==> src/rtl/seg7_scan_ctl.sv <==
// Bus-mapped scan scheduler for a multiplexed 7-segment display: holds digit
// nibbles, steps digit strobes with a programmable dwell and on-time, per-digit blanking.
module seg7_scan_ctl #(
  parameter int          NDIGITS = 4,
  parameter logic [31:0] BASE    = 32'h10,
  parameter int          CW      = 16
) (
  input  logic               clk,
  input  logic               reset,
  input  logic               enable,
  input  logic               rw,
  input  logic [31:0]        addr,
  input  logic [31:0]        d_in,
  output logic [31:0]        d_out,
  output logic [NDIGITS-1:0] an,
  output logic [3:0]         nib,
  output logic               frame
);
  localparam int IW = (NDIGITS > 1) ? $clog2(NDIGITS) : 1;
  localparam int DW = 4 * NDIGITS;

  // Shadow copies are bus-visible; active copies feed the scanner.
  logic [DW-1:0]      r_sh_data,   r_ac_data;
  logic [CW-1:0]      r_sh_dwell,  r_ac_dwell;
  logic [CW-1:0]      r_sh_ontime, r_ac_ontime;
  logic [NDIGITS-1:0] r_sh_blank,  r_ac_blank;
  logic               r_sh_en,     r_ac_en;

  logic [CW-1:0]      r_cnt;
  logic [IW-1:0]      r_idx;
  logic [NDIGITS-1:0] r_an;
  logic [3:0]         r_nib;
  logic               r_frame;
  logic [31:0]        r_dout;

  logic [31:0]        w_off;
  logic               w_hit, w_wr, w_rd;
  logic [31:0]        w_rdata;
  logic               w_bnd, w_load;
  logic [DW-1:0]      w_data_n;
  logic [CW-1:0]      w_dwell_n, w_ontime_n;
  logic [NDIGITS-1:0] w_blank_n;
  logic               w_en_n;
  logic [CW-1:0]      w_cnt_n;
  logic [IW-1:0]      w_idx_n;
  logic               w_frame_n;
  logic [NDIGITS-1:0] w_an_n;

  assign w_off = addr - BASE;
  assign w_hit = (w_off < 32'd3);
  assign w_wr  = enable && rw && w_hit;
  assign w_rd  = enable && !rw && w_hit;

  always_comb begin
    w_rdata = '0;
    case (w_off[1:0])
      2'd0: w_rdata[DW-1:0] = r_sh_data;
      2'd1: begin
        w_rdata[CW-1:0]  = r_sh_dwell;
        w_rdata[16 +: CW] = r_sh_ontime;
      end
      2'd2: begin
        w_rdata[NDIGITS-1:0] = r_sh_blank;
        w_rdata[31]          = r_sh_en;
      end
      default: w_rdata = '0;
    endcase
  end

  // Active copies only change at a slot boundary (or freely while stopped), so a
  // slot never shows a half-updated configuration.
  assign w_bnd      = r_ac_en && (r_cnt == r_ac_dwell);
  assign w_load     = w_bnd || !r_ac_en;
  assign w_data_n   = w_load ? r_sh_data   : r_ac_data;
  assign w_dwell_n  = w_load ? r_sh_dwell  : r_ac_dwell;
  assign w_ontime_n = w_load ? r_sh_ontime : r_ac_ontime;
  assign w_blank_n  = w_load ? r_sh_blank  : r_ac_blank;
  assign w_en_n     = w_load ? r_sh_en     : r_ac_en;

  always_comb begin
    w_cnt_n   = r_cnt + CW'(1);
    w_idx_n   = r_idx;
    w_frame_n = 1'b0;
    if (!w_en_n || !r_ac_en) begin
      w_cnt_n = '0;
      w_idx_n = '0;
    end else if (w_bnd) begin
      w_cnt_n = '0;
      if (r_idx == IW'(NDIGITS - 1)) begin
        w_idx_n   = '0;
        w_frame_n = 1'b1;
      end else begin
        w_idx_n = r_idx + IW'(1);
      end
    end
  end

  // Outputs are registered from next-state values so they line up with cnt/idx.
  always_comb begin
    w_an_n = '1;
    for (int k = 0; k < NDIGITS; k++) begin
      w_an_n[k] = !(w_en_n && (w_idx_n == IW'(k)) && !w_blank_n[w_idx_n] &&
                    (w_cnt_n < w_ontime_n));
    end
  end

  always_ff @(posedge clk) begin
    if (reset) begin
      r_sh_data   <= '0;
      r_sh_dwell  <= CW'(255);
      r_sh_ontime <= '1;
      r_sh_blank  <= '0;
      r_sh_en     <= 1'b1;
      r_ac_data   <= '0;
      r_ac_dwell  <= CW'(255);
      r_ac_ontime <= '1;
      r_ac_blank  <= '0;
      r_ac_en     <= 1'b1;
      r_cnt       <= '0;
      r_idx       <= '0;
      r_an        <= '1;
      r_nib       <= '0;
      r_frame     <= 1'b0;
      r_dout      <= '0;
    end else begin
      r_ac_data   <= w_data_n;
      r_ac_dwell  <= w_dwell_n;
      r_ac_ontime <= w_ontime_n;
      r_ac_blank  <= w_blank_n;
      r_ac_en     <= w_en_n;
      if (w_wr) begin
        case (w_off[1:0])
          2'd0: r_sh_data <= d_in[DW-1:0];
          2'd1: begin
            r_sh_dwell  <= d_in[CW-1:0];
            r_sh_ontime <= d_in[16 +: CW];
          end
          2'd2: begin
            r_sh_blank <= d_in[NDIGITS-1:0];
            r_sh_en    <= d_in[31];
          end
          default: ;
        endcase
      end
      r_cnt   <= w_cnt_n;
      r_idx   <= w_idx_n;
      r_an    <= w_an_n;
      r_nib   <= w_data_n[{w_idx_n, 2'b00} +: 4];
      r_frame <= w_frame_n;
      r_dout  <= w_rd ? w_rdata : 32'd0;
    end
  end

  assign d_out = r_dout;
  assign an    = r_an;
  assign nib   = r_nib;
  assign frame = r_frame;
endmodule

==> config.mk <==
export PLATFORM = sky130hd
export DESIGN_NAME = seg7_scan_ctl
export DESIGN_NICKNAME = d
export VERILOG_FILES = /design/src/rtl/seg7_scan_ctl.sv
export SDC_FILE = /design/constraint.sdc
export NUM_CORES = 1
export LEC_CHECK = 0
export ABC_AREA = 1
export BUFFER_PORTS_ARGS = -buffer_cell sky130_fd_sc_hd__buf_2
export CAP_MARGIN = 20
export CORE_MARGIN = 10
export CORE_UTILIZATION = 64
export CTS_BUF_LIST = sky130_fd_sc_hd__clkbuf_4
export DETAILED_ROUTE_END_ITERATION = 8
export GPL_TIMING_DRIVEN = 0
export PLACE_DENSITY = 0.88
export SETUP_SLACK_MARGIN = 0.1
export SYNTH_ARGS = -nofsm -noshare
export SYNTH_HDL_FRONTEND = slang
export SYNTH_SLANG_ARGS = --single-unit
==> constraint.sdc <==
create_clock -name clk -period 4.65 [get_ports clk]
set_input_delay 0.2325 -clock clk [delete_from_list [all_inputs] [get_ports clk]]
set_output_delay 0.2325 -clock clk [all_outputs]
set_load 0.01 [all_outputs]
== Word level (Yosys, flattened, before mapping) ==
Cells that the tools add are included.
Cells by class
  add/sub/neg operators: 3
  $lt $le $gt $ge: 3
  equality and inequality tests: 7
  shift operators: 1
  muxes and demuxes: 15
  bitwise operators: 3
  reductions and logical operators: 35
Operators with widths (count)
  $mux 16: 4
  $lt 32x2->1 const B: 1
  $sub 32x5->32 const B: 1
  $pmux 12 s2: 1
  $logic_and 1x1->1: 17
  $add 16x1->16 const B: 1
  $eq 16x16->1: 1
  $lt 16x16->1: 1
  $shiftx 16x5->4: 1
  $pmux 4 s3: 1
  $eq 2x2->1 const B: 4
  $logic_not 1->1: 8
  $mux 2: 3
  $reduce_and 2->1: 3
  $reduce_or 3->1: 2
  $eq 2x1->1 const B: 2
  $logic_not 2->1: 2
  $mux 4: 1
  $lt 2x3->1 const B: 1
  $mux 1: 3
  $not 1->1: 3
  $add 2x1->2 const B: 1
  $bmux 1 s2: 1
  $logic_or 1x1->1: 2
  2 further kinds: 2
Storage, ports and cells
  bits in registers: 165
  bits of input ports: 68
  output and inout port bits: 41
  word-level logic and storage cells: 84

== Longest topological paths before layout ==
  depth after elaboration: 13
  gate-level depth with buffers: 22

== Worst setup path before layout ==
No wires, ideal clock.
  kind: flip-flop to flip-flop
  start: register r_cnt[13]
  end: register r_an[0] (netlist: an[0])
  setup time: 0.123 ns
  arrival: 2.648 ns
  data required time: 4.527 ns
  setup slack: 1.879 ns
  cell stages (with the launch flop): 20
  period minus slack after synthesis: 2.771 ns
  cells stage by stage: dfxtp_1 inv_1 nand2_1 nand2_1 nor2_1 nand2_1 nor2_1 nand2_1 nand2_2 buf_4 buf_2 buf_4 buf_2 nor2_1 ha_1 nand2_1 nor2_1 a211oi_1 o221a_2 nand3_1
On the way
  elaborated cells on any way between the ends: 22
  those cells by class: 1 x add/sub; 1 x order compare; 1 x eq/ne; 9 x mux; 10 x reduce/logical
RTL lines
  start: declaration: RTL line 29  | logic [CW-1:0] r_cnt;
  start signal: assignment: RTL line 145  | r_cnt <= w_cnt_n;
  $eq 16x16->1 *: RTL line 72  | assign w_bnd = r_ac_en && (r_cnt == r_ac_dwell);
  $logic_and 1x1->1 *: RTL line 72
  $logic_or 1x1->1: RTL line 73  | assign w_load = w_bnd || !r_ac_en;
  $mux 1: RTL line 78  | assign w_en_n = w_load ? r_sh_en : r_ac_en;
  $logic_not 1->1: RTL line 84  | if (!w_en_n || !r_ac_en) begin
  $logic_or 1x1->1: RTL line 84
  $mux 16 *: RTL line 84
  net w_cnt_n[10]: RTL line 44  | logic [CW-1:0] w_cnt_n;
  $lt 16x16->1 *: RTL line 103  | (w_cnt_n < w_ontime_n));
  $logic_and 1x1->1 *: RTL line 102  | w_an_n[k] = !(w_en_n && (w_idx_n == IW'(k)) && !w_blank_n[w_idx_n] &&
  $logic_not 1->1 *: RTL line 102
  end signal: assignment: RTL line 147  | r_an <= w_an_n;
  end: declaration: RTL line 31  | logic [NDIGITS-1:0] r_an;
The timed path passes the listed nets; every way through them passes the cells marked *. The select of a mux whose other input is x is not followed.
A chain may end at the register's enable or synchronous reset.

== Final worst setup path ==
  start: register r_cnt[13]
  end: register r_an[1] (netlist: an[1])
The elaborated chain is that of the path after synthesis.

==> key figures <==
Outcome
  • Status: completed

Layout
  • Area occupied by multi-input gates: 0.00335 mm^2
  • Layout cell share with drive strength beyond 1: 15.0%
  • Fin cells: 1,352
  • Reg area: 0.00330 mm^2
  • Filler cells: 762
  • Layout Utilization: 78.7%
  • Post-route cell area: 0.00864 mm^2
  • Area grow syn2layout: 18.7%
  • Nets: 1,285

Clocking
  • Clock transition at path regs: 0.15 ns
  • Quantity of gates resized following cts: 0
  • CTS H-tree lvls: 4
  • Clock root cell: clkbuf_4
  • Worst-skew pair later-pin latency: 0.59 ns
  • Clock buffer depth: 2
  • CTS tree: built
  • Sink Count: 165
  • Setup Buffers After CTS: 0
  • Post-CTS Hold Fix Bufs: 32
  • Number of buffers created by CTS: 17

Floorplanning
  • Cell Rows: 38
  • I/O Pins: 109
  • Die ar.: 0.0160 mm^2
  • Die height: 127 um
  • Core area: 0.0110 mm^2
  • Initial Utilization: 66.3%
  • Die Width: 127 um

Global routing
  • First-pass GRT wire length: 34.7 mm
  • Antenna violations before repair: 4
  • Vias in the first global route: 7,196
  • Tot GR Track Use: 26.5%
  • Largest net degree at the start of global routing: 17
  • Gr ovfl total: 0

Detailed routing
  • TritonRoute pass-1 iters: 8
  • Wirelength per Cell: 16.1 um
  • Drt via density: 5.51
  • Final WL: 21.8 mm
  • Via count: 7,453
  • Number of routed nets with antenna violations: 0
  • DRT iter0 DRCs: 859
  • DRC: 0

Synth
  • #FFs+latches synth: 165
  • Synth top area share: 45.4%
  • Cells after Synth: 1,037
  • Sequential share of the synthesized area: 45.4%
  • Mapped cell area: 0.00728 mm^2
  • Synth Flop Type: dfxtp_1
  • Avg Inst Size Synth: 7.02 um^2
  • EDFF count, synth: 0
  • Post-synth net total: 1,127
  • Number of library cell types mapped by synthesis: 33
  • Synth area leaders: dfxtp_1 (45%), nand2_1 (15%), nor2_1 (9.0%), inv_1 (5.3%), ha_1 (3.8%)
  • FFs w/ async S/R, synth: 0%
  • Area leader, netlist: dfxtp_1
  • Ys Warns: 0

Setup path
  • Critical Path Start Type: register
  • CP Class: reg -> reg
  • Max stage delay on crit path: 0.48 ns
  • Crit path DAT: 4.32 ns
  • Required @ worst endpoint: 5.11 ns
  • Nature of the critical path endpoint: register
  • CP Cell Sequence: inv_1 > nand2_1 > nand2_1 > nor2_1 > nand2_1 > nor2_1 > nand2_1 > nand2_2 > buf_4 > buf_2 > buf_4 > buf_2 > nor2_1 > ha_1 > a21oi_1 > nor2_1 > a211oi_1 > nand2_1 > nand2_1 > nand3_1
  • Slowest CP cell: dfxtp_1
  • CP Max Fanout: 10
  • Most used cell, CP: nand2_1
  • Worst path top cell family by delay: simple AND/OR/NAND/NOR gates
  • Worst path bufs/invs: 5

Timing
  • Slew @ Worst Pin: 0.711 ns
  • Hold_ws: 0.0448 ns
  • Fin Setup TNS: 0 ns
  • Hold Violations, Final: 0
  • Final Setup Violations: 0
  • Clock period minus final worst setup slack: 3.85 ns
  • Setup ws final: 0.795 ns
  • Unrepaired setup endpoints after global routing: false
  • Tcrit/Tclk final: 82.9%
  • Fmax: 259 MHz
  • Final Max Slew Viols: 0
  • Clock skew: 0.0256 ns
  • Slew margin rel.: 52.6%

Placed design
  • Port bufs: 107
  • Placed cell areas: 0.00799 mm^2
  • Post-placement cell count: 1,284
  • Dpl hpwl: 15.2 mm
  • Gp weighted congestion: 0.909
  • Post-Place Worst Slack: 0.998 ns

Pwr
  • Pwr/cell area: 289 mW/mm^2
  • Worst IR drop on VDD: 355 uV
  • Logic pwr share: 5.5%
  • Share of power burned in registers: 56.7%
  • Tot Pwr: 2.50 mW
  • Leakage: 4.38 nW
  • Switch Pwr: 0.641 mW
  • Internal power: 1.86 mW
  • Switching portion of total power: 25.6%
  • Clk pwr share: 37.8%

Hold path
  • Hold WC Path Type: in -> reg

Flow run
  • Max-cap violations: 0
==> placed cells by master (no fill, tap or decap), drive strengths merged, types with 3 or more instances in the layout <==
cell | Yosys | routed
nor2 | 179 | 179
nor3 | 25 | 25
xnor2 | 3 | 3
a21oi | 24 | 24
clkbuf | 24 | 41
dfxtp | 165 | 165
ha | 22 | 22
dlygate4sd3 | 0 | 32
bufinv | 0 | 3
o21ai | 52 | 52
clkinv | 1 | 4
or2 | 3 | 3
inv | 107 | 114
xor2 | 11 | 11
diode | 0 | 4
nand2 | 298 | 298
buf | 23 | 130
nand3 | 47 | 47
nand4 | 35 | 35
o211ai | 8 | 8
nor4 | 3 | 3
==> synthesized netlist by cell type, types with 2 or more instances <==
cell / instances
o21ai_0: 39
xor2_1: 11
ha_1: 22
a211oi_1: 2
o21ai_1: 13
nand4_1: 35
inv_2: 4
o211ai_1: 8
buf_2: 18
nor2_2: 3
xnor2_1: 3
inv_1: 103
nor3_1: 25
buf_4: 3
nand2_2: 4
nand3_1: 44
buf_6: 2
nor4_1: 3
nor2_1: 174
clkbuf_1: 24
or2_2: 2
dfxtp_1: 165
a21oi_1: 24
nor2_4: 2
nand3_2: 3
nand2_1: 294
==> power by group through the flow <==
stage                     clock network [mW]  logic [mW]  registers [mW]
after detailed placement                   0       0.109            1.45
after floorplan                            0      0.0535            1.45
final                                  0.945       0.138            1.42
after CTS                              0.936       0.131            1.42
after global routing                    1.00       0.148            1.42
after global placement                     0       0.107            1.45
==> layout make-up <==
| class | count | share of cell area (%) |
|---|---|---|
| sequential | 165 | 38.2 |
| multi-input combinational | 717 | 38.7 |
| timing repair buffer | 139 | 9.90 |
| buffer | 47 | 2.61 |
| clock inverter | 15 | 2.23 |
| inverter | 108 | 4.69 |
| clock buffer | 17 | 1.48 |
| antenna | 4 | 0.116 |
| tap | 140 | 2.03 |
==> worst reg2reg max path: cells and delay by family (launching register included) <==
family                     cells  cell delay, ns
buffers and inverters          5            0.97
adders and majority gates      1            0.30
DFF                            1            0.48
AOI/OAI and AO/OA              2            0.30
and+or+nand+nor               12            1.72
==> sequential cells by signal, summed over array words and instances (netlist names) <==
name         cells
r_sh_blank       4
r_ac_blank       4
an               4
r_sh_data       16
r_ac_dwell      16
d_out           32
r_sh_ontime     16
r_ac_data       16
frame            1
r_sh_dwell      16
nib              4
r_idx            2
r_ac_en          1
r_ac_ontime     16
r_cnt           16
r_sh_en          1
==> metal layers <==
metal | up-vias | share of wire (%) | GRT usage (%)
li1 | 3589 | - | -
met1 | 3360 | 38 | 30.1
met2 | 399 | 48 | 43.9
met3 | 105 | 8.8 | 7.16
met4 | 0 | 5.4 | 15.3
met5 | - | 0 | 0
==> kinds of logic (layout without fill, tap and decap cells) <==
group | Yosys count | count (layout) | synth area share (%)
other cells | 0 | 4 | 0
simple gates | 592 | 592 | 33.9
buf+inv | 155 | 326 | 8.66
fa+ha+maj | 22 | 22 | 3.78
flops | 165 | 165 | 45.4
xor+xnor | 14 | 14 | 1.68
compound gates | 89 | 89 | 6.60
==> worst paths after layout <==
path	startpoint	to	slack, ns	cells past startpoint
setup / recovery	r_cnt[13]	an[1]	0.80	20
hold / removal	rw	d_out[0]	0.04	4
setup reg to reg	r_cnt[13]	an[1]	0.80	20
hold reg to reg	r_ac_blank[2]	r_ac_blank[2]	0.49	2
Power figures use the tool's default switching activity.
